File: config.mk
export PLATFORM = sky130hd
export DESIGN_NAME = sprite_lunge_animator
export DESIGN_NICKNAME = d
export VERILOG_FILES = /design/src/rtl/sprite_lunge_animator.sv
export SDC_FILE = /design/constraint.sdc
export NUM_CORES = 1
export LEC_CHECK = 0
export CAP_MARGIN = 20
export CORE_UTILIZATION = 52
export CTS_CLUSTER_SIZE = 30
export DETAILED_ROUTE_END_ITERATION = 8
export PLACE_DENSITY = 0.76
export SLEW_MARGIN = 40
export SYNTH_ARGS = -nofsm -noshare
export SYNTH_HDL_FRONTEND = slang
export SYNTH_SLANG_ARGS = --single-unit
File: constraint.sdc
create_clock -name clock -period 5.5 [get_ports clock]
set_clock_uncertainty 0.1 [all_clocks]
set_input_delay 1.375 -clock clock [delete_from_list [all_inputs] [get_ports clock]]
set_output_delay 1.375 -clock clock [all_outputs]
set_load 0.01 [all_outputs]
File: src/rtl/sprite_lunge_animator.sv
// sprite_lunge_animator
//   Battle-screen "quick attack" animator. On start it latches the sprite
//   home position and direction, then moves the sprite out by DIST pixels and
//   back again, one STEP per internal frame tick. One start runs REPEAT
//   lunges, followed by a single done pulse.
//
//   Optional build macro SPRITE_LUNGE_HOP_EN: adds a vertical hop, with
//   pos_y = base_y - (offset >> 2). When it is undefined pos_y is the
//   latched base_y and no hop logic is built.
//
// Ports
//   clock        system clock, rising edge
//   reset        synchronous, active-low
//   start        lunge request, accepted only in IDLE
//   abort        in OUT/BACK: snap the sprite home and finish
//   dir          0 = lunge left (-X), 1 = lunge right (+X), sampled at accept
//   base_x/y     home position, sampled at accept
//   pos_x/y      current sprite position (registered)
//   busy         high from the cycle after accept until done
//   frame_pulse  one-cycle redraw request, aligned with a new position
//   done         one-cycle completion pulse
module sprite_lunge_animator #(
  parameter int X_W       = 9,
  parameter int Y_W       = 8,
  parameter int DIST      = 25,
  parameter int STEP      = 1,
  parameter int REPEAT    = 1,
  parameter int FRAME_DIV = 4
) (
  input  logic           clock,
  input  logic           reset,
  input  logic           start,
  input  logic           abort,
  input  logic           dir,
  input  logic [X_W-1:0] base_x,
  input  logic [Y_W-1:0] base_y,
  output logic [X_W-1:0] pos_x,
  output logic [Y_W-1:0] pos_y,
  output logic           busy,
  output logic           frame_pulse,
  output logic           done
);

  localparam int OFF_W = $clog2(DIST + 1);
  localparam int CNT_W = $clog2(REPEAT) + 1;
  localparam int DIV_W = (FRAME_DIV > 1) ? $clog2(FRAME_DIV) : 1;

  // Sum is one bit wider so offset+STEP can never wrap before the clamp.
  localparam logic [OFF_W:0]   DIST_EXT = (OFF_W + 1)'(DIST);
  localparam logic [OFF_W:0]   STEP_EXT = (OFF_W + 1)'(STEP);
  localparam logic [OFF_W-1:0] DIST_OFF = OFF_W'(DIST);
  localparam logic [OFF_W-1:0] STEP_OFF = OFF_W'(STEP);
  localparam logic [DIV_W-1:0] DIV_LAST = DIV_W'(FRAME_DIV - 1);
  localparam logic [CNT_W-1:0] CNT_LAST = CNT_W'(REPEAT - 1);

  typedef enum logic [1:0] {
    ST_IDLE = 2'd0,
    ST_OUT  = 2'd1,
    ST_BACK = 2'd2,
    ST_DONE = 2'd3
  } state_t;

  state_t           state_r, state_next_s;
  logic [OFF_W-1:0] offset_r, offset_next_s;
  logic [DIV_W-1:0] div_r, div_next_s;
  logic [CNT_W-1:0] cnt_r, cnt_next_s;
  logic [X_W-1:0]   base_x_r, base_x_next_s;
  logic [Y_W-1:0]   base_y_r, base_y_next_s;
  logic             dir_r, dir_next_s;

  logic             tick_s;
  logic [OFF_W:0]   sum_s;
  logic [OFF_W-1:0] out_off_s;
  logic [OFF_W-1:0] back_off_s;
  logic             pulse_next_s;
  logic             busy_next_s;
  logic             done_next_s;
  logic [X_W-1:0]   pos_x_next_s;
  logic [Y_W-1:0]   pos_y_next_s;

  logic [X_W-1:0]   pos_x_r;
  logic [Y_W-1:0]   pos_y_r;
  logic             busy_r;
  logic             frame_pulse_r;
  logic             done_r;

  // Next-state, datapath and next-output decode.
  always_comb begin
    state_next_s  = state_r;
    offset_next_s = offset_r;
    div_next_s    = div_r;
    cnt_next_s    = cnt_r;
    base_x_next_s = base_x_r;
    base_y_next_s = base_y_r;
    dir_next_s    = dir_r;
    pulse_next_s  = 1'b0;

    tick_s = (div_r == DIV_LAST);
    sum_s  = {1'b0, offset_r} + STEP_EXT;

    // Saturating step toward DIST (outbound) or toward 0 (return).
    if (sum_s >= DIST_EXT) begin
      out_off_s = DIST_OFF;
    end else begin
      out_off_s = sum_s[OFF_W-1:0];
    end
    if (offset_r <= STEP_OFF) begin
      back_off_s = '0;
    end else begin
      back_off_s = offset_r - STEP_OFF;
    end

    case (state_r)
      ST_IDLE: begin
        if (start) begin
          base_x_next_s = base_x;
          base_y_next_s = base_y;
          dir_next_s    = dir;
          offset_next_s = '0;
          div_next_s    = '0;
          cnt_next_s    = '0;
          state_next_s  = ST_OUT;
        end else begin
          state_next_s  = ST_IDLE;
        end
      end
      ST_OUT: begin
        if (abort) begin
          offset_next_s = '0;
          pulse_next_s  = 1'b1;
          state_next_s  = ST_DONE;
        end else if (tick_s) begin
          div_next_s    = '0;
          offset_next_s = out_off_s;
          pulse_next_s  = 1'b1;
          if (out_off_s == DIST_OFF) begin
            state_next_s = ST_BACK;
          end else begin
            state_next_s = ST_OUT;
          end
        end else begin
          div_next_s = div_r + DIV_W'(1);
        end
      end
      ST_BACK: begin
        if (abort) begin
          offset_next_s = '0;
          pulse_next_s  = 1'b1;
          state_next_s  = ST_DONE;
        end else if (tick_s) begin
          div_next_s    = '0;
          offset_next_s = back_off_s;
          pulse_next_s  = 1'b1;
          if (back_off_s != '0) begin
            state_next_s = ST_BACK;
          end else if (cnt_r == CNT_LAST) begin
            state_next_s = ST_DONE;
          end else begin
            cnt_next_s   = cnt_r + CNT_W'(1);
            state_next_s = ST_OUT;
          end
        end else begin
          div_next_s = div_r + DIV_W'(1);
        end
      end
      ST_DONE: begin
        state_next_s = ST_IDLE;
      end
      default: begin
        state_next_s = ST_IDLE;
      end
    endcase

    // DONE is a one-cycle settle with the home position shown; done is
    // raised as it exits, in the same cycle busy drops.
    busy_next_s = (state_next_s == ST_OUT) || (state_next_s == ST_BACK) ||
                  (state_next_s == ST_DONE);
    done_next_s = (state_r == ST_DONE);

    if (dir_next_s) begin
      pos_x_next_s = base_x_next_s + X_W'(offset_next_s);
    end else begin
      pos_x_next_s = base_x_next_s - X_W'(offset_next_s);
    end

`ifdef SPRITE_LUNGE_HOP_EN
    pos_y_next_s = base_y_next_s - Y_W'(offset_next_s >> 2'd2);
`else
    pos_y_next_s = base_y_next_s;
`endif
  end

  // State, datapath and registered outputs.
  always_ff @(posedge clock) begin
    if (!reset) begin
      state_r       <= ST_IDLE;
      offset_r      <= '0;
      div_r         <= '0;
      cnt_r         <= '0;
      base_x_r      <= '0;
      base_y_r      <= '0;
      dir_r         <= 1'b0;
      pos_x_r       <= '0;
      pos_y_r       <= '0;
      busy_r        <= 1'b0;
      frame_pulse_r <= 1'b0;
      done_r        <= 1'b0;
    end else begin
      state_r       <= state_next_s;
      offset_r      <= offset_next_s;
      div_r         <= div_next_s;
      cnt_r         <= cnt_next_s;
      base_x_r      <= base_x_next_s;
      base_y_r      <= base_y_next_s;
      dir_r         <= dir_next_s;
      pos_x_r       <= pos_x_next_s;
      pos_y_r       <= pos_y_next_s;
      busy_r        <= busy_next_s;
      frame_pulse_r <= pulse_next_s;
      done_r        <= done_next_s;
    end
  end

  assign pos_x       = pos_x_r;
  assign pos_y       = pos_y_r;
  assign busy        = busy_r;
  assign frame_pulse = frame_pulse_r;
  assign done        = done_r;

endmodule

==> run summary <==
status -> finished clean
Design Power -> 0.604 mW
crit end category -> register
final hold vios -> 0
Yosys cell types -> 52
Core ar. -> 4090 sq um
Worst-path clk slew -> 0.08 ns
Max Slew Vio Count -> 0
DRC -> 0
Final HPWL DP -> 3.65 mm
Die W -> 67.7 um
DIE HEIGHT -> 67.7 um
Worst IR Drop VDD -> 0.000160 V
asr flop ratio synth -> 0%
Final setup viols -> 0
Final #Nets -> 351
Rel. slew slack -> 60.4%
Syn Nets -> 314
post-placement setup slack -> 0.341 ns
GRT Residual Overflow -> 0
drt via density -> 5.32
H-tree depth -> 2
multi-input logic area -> 1360 sq um
setup TNS -> 0 ns
required time of the critical path -> 5.56 ns
first-pass GRT wire length -> 7.82 mm
cell depth of the worst flop-to-flop path -> 15
Tightest Pin Transition -> 0.593 ns
sequential area share after synthesis -> 34.8%
Max Cap Viol -> 0
Max FO, Critical Path -> 12
CTS resizes -> 0
Post-Syn Area per Cell -> 8.23 sq um
clock buffer depth -> 2
CP startpoint kind -> input pin
Port Buffers -> 41
Vias -> 1920
Syn-to-layout area delta -> 22.3%
clk sinks -> 39
origin of the critical flop-to-flop path -> state_r[0]
Register Area -> 781 sq um
worst min path class -> reg -> reg
PnR worst setup slack -> 0.602 ns
Routed WL per cell -> 13.5 um
initial antenna violation count -> 0
worst-case register-to-register setup slack -> 1.48 ns
layout cells sized above 1 -> 9.00%
GR Util All Layers -> 23.0%
DIE AREA -> 4590 sq um
Mapped Cells -> 273
Routed WL -> 4.86 mm
CTS tree -> done
post-CTS setup buffer count -> 0
ANT cells -> 0
Worst-Skew Late Latency -> 0.29 ns
Hold Path End -> pos_y[4]
row cnt -> 23
Hold WS -> 0.353 ns
LEAKAGE -> 1.15 nW
FF-to-FF End -> pos_x[8]
Ys Warns -> 0
Post-synth EDFFs -> 0
post-route antenna net violation count -> 0
crit share post-route -> 89.1%
Hold Startpoint -> pos_y[4]
vias in the first global route -> 1774
fill count -> 360
#FFs+latches synth -> 39
cell area after synthesis -> 2250 sq um
DR pass1 iterations -> 4
TritonCTS buffer count -> 5
hold_buf cts -> 0
largest net degree at the start of global routing -> 34
Starting Density -> 55.0%
CTS Root Cell -> clkbuf_8
hold depth -> 2
top_reg_cell synth -> dfxtp_1
final critical-path required period -> 4.90 ns
drt initial violations -> 116
routability cong. -> 0.854
Setup CP Type -> in -> reg
total I/O pin count -> 42
fmax -> 204 MHz
data arrival time of the worst path -> 4.96 ns
P per Cell Area -> 220 nW/um^2
RSZ-0062 raised after global routing -> false
-- cells in the final DEF (no fill, tap or decap), types with 4 or more instances in the layout --
cell type / count
nand2_1: 53
nor3b_2: 4
inv_1: 9
xnor2_1: 5
xor2_1: 6
nor3_1: 4
clkbuf_8: 5
dfxtp_1: 39
a21oi_1: 32
nor2_1: 28
ha_1: 18
clkdlybuf4s50_1: 41
and2_1: 6
-- cell type report --
type | instances | share of cell area, %
clock buffer | 6 | 2.64
sequential | 39 | 28.4
clock inverter | 2 | 0.456
timing repair buffer | 42 | 15.2
tap | 50 | 2.28
inverter | 10 | 1.37
multi-input combinational | 212 | 49.6
-- per-layer routing --
layer	GRT usage, %	vias up	wire, um
met1	28.2	871	2260
li1	-	1005	-
met4	7.98	0	50
met3	5.24	4	155
met2	39.0	40	2390
met5	0	-	0
-- Yosys cell counts, types with 2 or more instances --
| library cell | number | area (sq um) |
|---|---|---|
| nand3_1 | 3 | 15.0 |
| a21oi_1 | 32 | 160 |
| dfxtp_1 | 39 | 781 |
| nor2b_1 | 3 | 18.8 |
| nand2_1 | 53 | 199 |
| o211ai_2 | 2 | 25.0 |
| a21o_1 | 3 | 22.5 |
| nor3b_2 | 4 | 50.1 |
| and2_1 | 6 | 37.5 |
| nand2b_1 | 3 | 18.8 |
| o211ai_1 | 2 | 15.0 |
| a41oi_1 | 2 | 17.5 |
| buf_2 | 4 | 20.0 |
| xnor2_1 | 5 | 43.8 |
| inv_1 | 10 | 37.5 |
| a211oi_1 | 2 | 15.0 |
| xor2_1 | 6 | 52.6 |
| ha_1 | 18 | 225 |
| clkbuf_1 | 5 | 18.8 |
| buf_6 | 2 | 22.5 |
| o21ai_0 | 3 | 15.0 |
| nor3_1 | 4 | 20.0 |
| or2_2 | 3 | 18.8 |
| mux2i_1 | 3 | 30.0 |
| nor2_1 | 28 | 105 |
| o22ai_1 | 2 | 12.5 |
-- state kept, by name, indices dropped and copies added (netlist names) --
signal	flops
frame_pulse	1
pos_x	9
done	1
base_x_r	9
pos_y	8
div_r	2
state_r	2
dir_r	1
busy	1
offset_r	5
-- through the flow --
stage               instances  util (%)  area (sq um)
floorplan                 273         -          2250
global placement          353      65.1          2660
detailed placement        353      65.1          2660
CTS                       361      67.2          2750
global route              361      67.2          2750
finish                    361      67.2          2750
-- critical path, cell delays in order --
cell	delay (ns)
clkdlybuf4s50_1	0.74
nor2_1	0.12
a211oi_1	0.38
o221ai_2	0.18
inv_1	0.11
ha_1	0.22
mux2_2	0.30
fa_1	0.46
a21o_1	0.20
a211oi_1	0.23
nor2_1	0.10
o41ai_1	0.33
xnor2_1	0.16
nor2_1	0.05
-- logic make-up after synthesis --
logic type	share of synthesized area (%)
muxes	2.51
xor gates and xnor gates	4.29
buffers and inverters	4.57
DFF	34.8
and+or+nand+nor	24.7
AOI/OAI and AO/OA	18.2
adders and majority gates	10.9
-- worst max-delay path by stage --
stage                    end  startpoint  cells past startpoint
finish              pos_x[8]       abort                     14
global route        pos_x[8]       abort                     14
CTS                 pos_x[8]       abort                     14
detailed placement  pos_x[8]       abort                     14
global placement    pos_x[8]       abort                     14
floorplan           pos_x[8]       abort                     14
-- report_power, final --
group	leakage [nW]	switching, mW	internal [mW]
combinational	0.788	0.0576	0.0551
sequential	0.319	0.00529	0.298
clock	0.0412	0.0995	0.0886
No activity file was read; power rests on OpenSTA's default activity.
